**config.mk**
```make
export PLATFORM = sky130hd
export DESIGN_NAME = fir_param
export DESIGN_NICKNAME = d
export VERILOG_FILES = /design/src/rtl/fir_param.sv
export SDC_FILE = /design/constraint.sdc
export NUM_CORES = 2
export LEC_CHECK = 0
export BUFFER_PORTS_ARGS = -buffer_cell sky130_fd_sc_hd__buf_2
export CELL_PAD_IN_SITES_DETAIL_PLACEMENT = 0
export CELL_PAD_IN_SITES_GLOBAL_PLACEMENT = 1
export CORE_UTILIZATION = 37
export DETAILED_ROUTE_END_ITERATION = 8
export PLACE_DENSITY = 0.69
export SYNTH_ARGS = -nofsm -noshare
export SYNTH_HDL_FRONTEND = slang
export SYNTH_SLANG_ARGS = --single-unit
```
**constraint.sdc**
```tcl
create_clock -name clk -period 10.9 [get_ports clk]
set_input_delay 2.18 -clock clk [delete_from_list [all_inputs] [get_ports clk]]
set_output_delay 2.18 -clock clk [all_outputs]
set_load 0.01 [all_outputs]
```
**src/rtl/fir_param.sv**
```systemverilog
// Direct-form FIR filter with a run-time loadable coefficient bank, a two-stage
// pipeline (products, then sum/round/saturate) and valid handshaking.
module fir_param #(
    parameter int NTAPS = 4,
    parameter int DW    = 16,
    parameter int CW    = 16,
    parameter int OW    = 18
) (
    input  logic                     clk,
    input  logic                     i_rst,
    input  logic [DW-1:0]            i_x,
    input  logic                     i_valid,
    input  logic                     i_coef_we,
    input  logic [$clog2(NTAPS)-1:0] i_coef_addr,
    input  logic [CW-1:0]            i_coef_data,
    output logic [OW-1:0]            o_y,
    output logic                     o_valid,
    output logic                     o_sat
);

    localparam int AW   = $clog2(NTAPS);
    localparam int PW   = DW + CW;
    localparam int ACCW = PW + $clog2(NTAPS);

    // tap_q[k] holds the sample accepted k+1 samples ago; the current sample
    // feeds product 0 directly from i_x.
    logic signed [DW-1:0]   tap_q  [NTAPS-1];
    logic signed [CW-1:0]   coef_q [NTAPS];
    logic signed [PW-1:0]   prod_q [NTAPS];
    logic signed [PW-1:0]   prod_d [NTAPS];
    logic                   v1_q;
    logic                   valid_q;
    logic                   sat_q;
    logic                   sat_d;
    logic [OW-1:0]          y_q;
    logic [OW-1:0]          y_d;
    logic signed [ACCW-1:0] acc_d;
    logic signed [ACCW-1:0] rnd_d;
    logic signed [ACCW-1:0] shr_d;
    logic signed [ACCW-1:0] half;
    logic signed [ACCW-1:0] sat_max;
    logic signed [ACCW-1:0] sat_min;

    function automatic logic signed [PW-1:0] mul(input logic signed [CW-1:0] c,
                                                 input logic signed [DW-1:0] x);
        logic signed [PW-1:0] ce;
        logic signed [PW-1:0] xe;
        ce = PW'(c);
        xe = PW'(x);
        return ce * xe;
    endfunction

    always_comb begin
        prod_d[0] = mul(coef_q[0], i_x);
        for (int k = 1; k < NTAPS; k++) begin
            prod_d[k] = mul(coef_q[k], tap_q[k-1]);
        end
    end

    // Full-precision sum, round half-up, then clip into OW bits.
    always_comb begin
        acc_d = '0;
        for (int k = 0; k < NTAPS; k++) begin
            acc_d = acc_d + ACCW'(prod_q[k]);
        end
        half          = '0;
        half[CW-2]    = 1'b1;
        rnd_d         = acc_d + half;
        shr_d         = rnd_d >>> (CW - 1);
        sat_max       = '0;
        sat_max[OW-2:0] = '1;
        sat_min       = '1;
        sat_min[OW-2:0] = '0;
        y_d           = shr_d[OW-1:0];
        sat_d         = 1'b0;
        if (shr_d > sat_max) begin
            y_d   = sat_max[OW-1:0];
            sat_d = 1'b1;
        end else if (shr_d < sat_min) begin
            y_d   = sat_min[OW-1:0];
            sat_d = 1'b1;
        end
    end

    always_ff @(posedge clk) begin
        if (i_rst) begin
            for (int k = 0; k < NTAPS - 1; k++) tap_q[k] <= '0;
            for (int k = 0; k < NTAPS; k++) begin
                coef_q[k] <= '0;
                prod_q[k] <= '0;
            end
            v1_q    <= 1'b0;
            valid_q <= 1'b0;
            sat_q   <= 1'b0;
            y_q     <= '0;
        end else begin
            if (i_valid) begin
                for (int k = 0; k < NTAPS; k++) prod_q[k] <= prod_d[k];
                tap_q[0] <= i_x;
                for (int k = 1; k < NTAPS - 1; k++) tap_q[k] <= tap_q[k-1];
            end
            v1_q    <= i_valid;
            valid_q <= v1_q;
            if (v1_q) begin
                y_q   <= y_d;
                sat_q <= sat_d;
            end
            // Products above read coef_q before this write lands.
            for (int k = 0; k < NTAPS; k++) begin
                if (i_coef_we && (i_coef_addr == AW'(k))) coef_q[k] <= i_coef_data;
            end
        end
    end

    assign o_y     = y_q;
    assign o_valid = valid_q;
    assign o_sat   = sat_q;

endmodule

```
# Yosys cells after proc, flatten, opt, wreduce, memory -nomap -nowiden
# Memories as Yosys holds them, arrays and structs flattened.
# Index checks and enable logic that the tools add are counted.
[totals]
regBits = 21
ram_bits = 240
in_bits = 38
output_inout_bits = 20
wordCells = 68
n_memories = 3
[memory_table]
columns = ["memory", "words", "width", "read_ports", "rd_ports_with_merged_regs", "wr", "line", "rtl"]
rows = [
  ["prod_q", 4, 32, 4, 0, 4, "29", "logic signed [PW-1:0] prod_q [NTAPS];"],
  ["coef_q", 4, 16, 4, 0, 4, "28", "logic signed [CW-1:0] coef_q [NTAPS];"],
  ["tap_q", 3, 16, 3, 0, 3, "27", "logic signed [DW-1:0] tap_q [NTAPS-1];"],
]
[op_classes]
n_addsub = 4
n_mul = 4
n_lt_le_gt_ge = 2
n_eq_ne = 3
muxes = 32
bitwise_logic = 11
n_reduce_logical = 5
[ops]
columns = ["operator", "count"]
rows = [
  ["multiplier 16 x 16 -> 32 bit", 4],
  ["two-way mux 32 bit", 4],
  ["two-way mux 16 bit", 7],
  ["two-way mux 18 bit", 2],
  ["adder 33 x 32 -> 34 bit", 1],
  ["adder 34 x 16 -> 34 bit (second input constant)", 1],
  ["adder 34 x 32 -> 34 bit", 1],
  ["adder 32 x 32 -> 33 bit", 1],
  ["greater-than comparator 19 x 18 -> 1 bit (second input constant)", 1],
  ["< comparator 19 x 18 -> 1 bit (second input constant)", 1],
  ["two-way mux 1 bit", 19],
  ["bitwise OR 1 bit", 11],
  ["equality test 2 bit (second input constant)", 2],
  ["logical AND 1 bit", 4],
  ["equality test 2 x 1 -> 1 bit (second input constant)", 1],
  ["logical NOT 2 bit", 1],
]

# Depth between registers and ports, before layout
# An unclocked memory read counts as a cell.
[depth]
ltp_word = 8
depth_mapped = 25
depth_no_buf = 23

# Worst setup path after synthesis
# OpenSTA, ideal clock, no wires.
[synth_path]
kind = "in2reg"
startpoint = "input i_x[1]"
endpoint = "memory prod_q[0][29] (netlist name) (data pin)"
setup_ns = 0.266
arrival_ns = 7.476
required_time_ns = 10.634
setup_slack_ns = 3.158
path_stages = 19
path_buffers = 1
path_cell_list = "clkbuf_1 nand2_1 inv_1 fa_1 fa_1 fa_1 fa_1 fa_1 inv_1 fa_1 inv_1 ha_1 nand3_1 or2_2 a211oi_1 o31ai_1 o21ai_0 xnor2_1 nor2_1"
[synth_rtl]
columns = ["item", "line", "rtl"]
rows = [
  ["start, declared", "11", "input logic [DW-1:0] i_x,"],
  ["end, declared", "29", ""],
]

==> reports/results.tsv <==
metric	value	unit
synth_edf_count	240	
finalMaxSlewViolations	0	
required	11.12	ns
start_util	0.374	
final_nets	6718	
clock_tree.buffer_depth	3	
cts_hold_buf	0	
cts_root_buf	clkbuf_16	
drc	0	
layout_commonest_cell	inv_1	
cts_tree	done	
holdCritPathClass	flip-flop to flip-flop	
ys_types	74	
cts_resized	0	
maxCapViolCount	0	
cts_buffers	29	
drt_iter0_drc	2004	
die_area	141000	um2
grt_setup_unrepaired	false	
crit_chain	nand2_1 > fa_1 > inv_1 > fa_1 > inv_1 > fa_1 > inv_1 > fa_1 > fa_1 > inv_1 > fa_1 > inv_1 > ha_1 > nand2_1 > nor2_1 > and3_1 > and3_1 > o311ai_1 > a211oi_1 > o21a_1 > o2111ai_1 > nand2_1 > o21ai_0	
critPathArrivalTime	8.14	ns
cp_slowest_stage_delay	0.98	ns
vias_per_cell	4.87	
end_kind	flip-flop	
syn_area	51500	um2
antenna_found_initial	16	
status	finished, final reports clean	
fin_crit_sh	0.726	
ys_seq_area_frac	0.148	
worstPathMaxFanout	16	
yosys_warnings	0	
grt_pass1_wl	219000	um
synth_top_cell_by_area	fa_1	
min_period	7.91	ns
wl_per_cell	19.4	um
cp_slowest_cell	edfxtp_1	
post_cts_buffers	0	
htreeDepth	1	
cp_top_family	adder cells	
place_hpwl	109000	um
synthCells	5226	
clkTransAtPathRegs	0.06	ns
synth.area.top_cells	fa_1, edfxtp_1, ha_1	
core_area	138000	um2
syn-num-nets	6765	
setup_viol	0	
die_h	375	um
clock-sinks	261	
ant_nets	0	
globalplace.congestion	0.826	
grt_pass1_vias	37600	
synth.avg_cell_area	9.86	um2
ys_ff_latch	261	
rows	136	
io_buffers	57	
grt_usage	0.203	
max_slew_margin	0.191	
drt_wl_total	136000	um
register_area	7630	um2
tns	0	ns
vias	34100	
layout_common_cells	inv_1, fa_1, and2_1	
synth_top_flop_cell	edfxtp_1	
grt_overflow	0	
synth.top_cell.area_share	0.432	
io_pins	58	
synthToLayoutAreaGrowth	6.01	%
start_kind	flip-flop	
first_pass_iters	5	
clock_latency	0.61	ns
setup.worst_path.class	flip-flop to flip-flop	
hold_violations	0	
fmax	126	MHz
layout-drive-gt1-share	0.0331	
crit_buf_inv	5	
async_flop_share	0	
die_x	375	um
multi_input_area	38500	um2
fillCellCount	13800	
grt_max_degree	78	
path_common_cell	fa_1	
tightest_slew	1.21	ns
fin_worst_skew	0.0389	ns
cell usage after synthesis (7+ instances only):
cell type,number
fa_1,1112
nor2_1,193
xnor2_1,93
edfxtp_1,240
o31ai_1,12
o21a_1,13
clkbuf_1,156
a21o_1,52
nor3_1,34
nor3b_1,7
ha_1,389
o21ai_0,57
dfxtp_1,21
nand3_1,27
inv_1,1280
a21oi_1,104
and3_1,16
nand2_1,522
buf_1,8
and2_1,629
nand2b_1,34
a211oi_1,9
a31oi_1,16
xor2_1,48
o21bai_1,19
a32oi_1,9
or3_1,17
nand4_1,9
metrics by stage:
stage	hold slack [ns]	setup slack, ns	area (um2)	utilization	instances
6_report	0.469	2.99	54600	0.396	6997
5_1_grt	0.504	2.69	54600	0.396	6996
4_1_cts	0.472	3.04	54600	0.396	6996
3_5_place_dp	0.460	2.55	53700	0.390	6942
3_3_place_gp	0.458	2.60	53700	0.390	6942
2_1_floorplan	0.474	3.16	51500	-	5226
worst reg2reg max path, cell delays in order (launching register included):
cell and delay (ns):
edfxtp_1 0.98, nand2_1 0.18, fa_1 0.54, inv_1 0.05, fa_1 0.50, inv_1 0.05
fa_1 0.53, inv_1 0.05, fa_1 0.48, fa_1 0.51, inv_1 0.05, fa_1 0.48
inv_1 0.04, ha_1 0.34, nand2_1 0.12, nor2_1 0.06, and3_1 0.17, and3_1 0.20
o311ai_1 0.49, a211oi_1 0.22, o21a_1 0.28, o2111ai_1 0.26, nand2_1 0.08, o21ai_0 0.86
registers in the layout, summed over array words and instances, names as in the netlist:
register and count:
coef_q 64, o_sat 1, o_valid 1, o_y 18
prod_q 128, tap_q 48, v1_q 1
kinds of logic after synthesis:
family,Yosys count,share of synthesized area
simple gates,1513,0.148
fa+ha+maj,1501,0.526
buf+inv,1447,0.106
compound gates,360,0.0468
flops,261,0.148
xor+xnor,142,0.0243
mux,2,0.000631
area by class of cell:
cell class | count | share of cell area
multi-input cells | 3518 | 0.704
diodes | 1 | 0.0000458
well taps | 1794 | 0.0411
clock inverters | 14 | 0.00220
repair buffers | 89 | 0.00962
inverters | 1280 | 0.0879
flip-flops and latches | 261 | 0.140
clock buffers | 40 | 0.0151
worst paths after layout:
kind	startpoint	to	slack, ns	depth (start not counted)
worst min-delay path	o_y[2]	o_y[2]	0.47	2
worst max-delay path	coef_q[3][6]	prod_q[3][31]	2.99	23
worst min register to register	o_y[2]	o_y[2]	0.47	2
worst max register to register	coef_q[3][6]	prod_q[3][31]	2.99	23
layer usage:
layer | vias to the layer above | global-route usage | share of wire
li1 | 15500 | - | -
met2 | 710 | 0.330 | 0.46
met1 | 17700 | 0.280 | 0.45
met3 | 160 | 0.0327 | 0.058
met4 | 2 | 0.0515 | 0.030
met5 | - | 0 | 0.000059
Power is not shown: default switching activity piles up to over one toggle a cycle in this logic, so the estimate is an artifact.
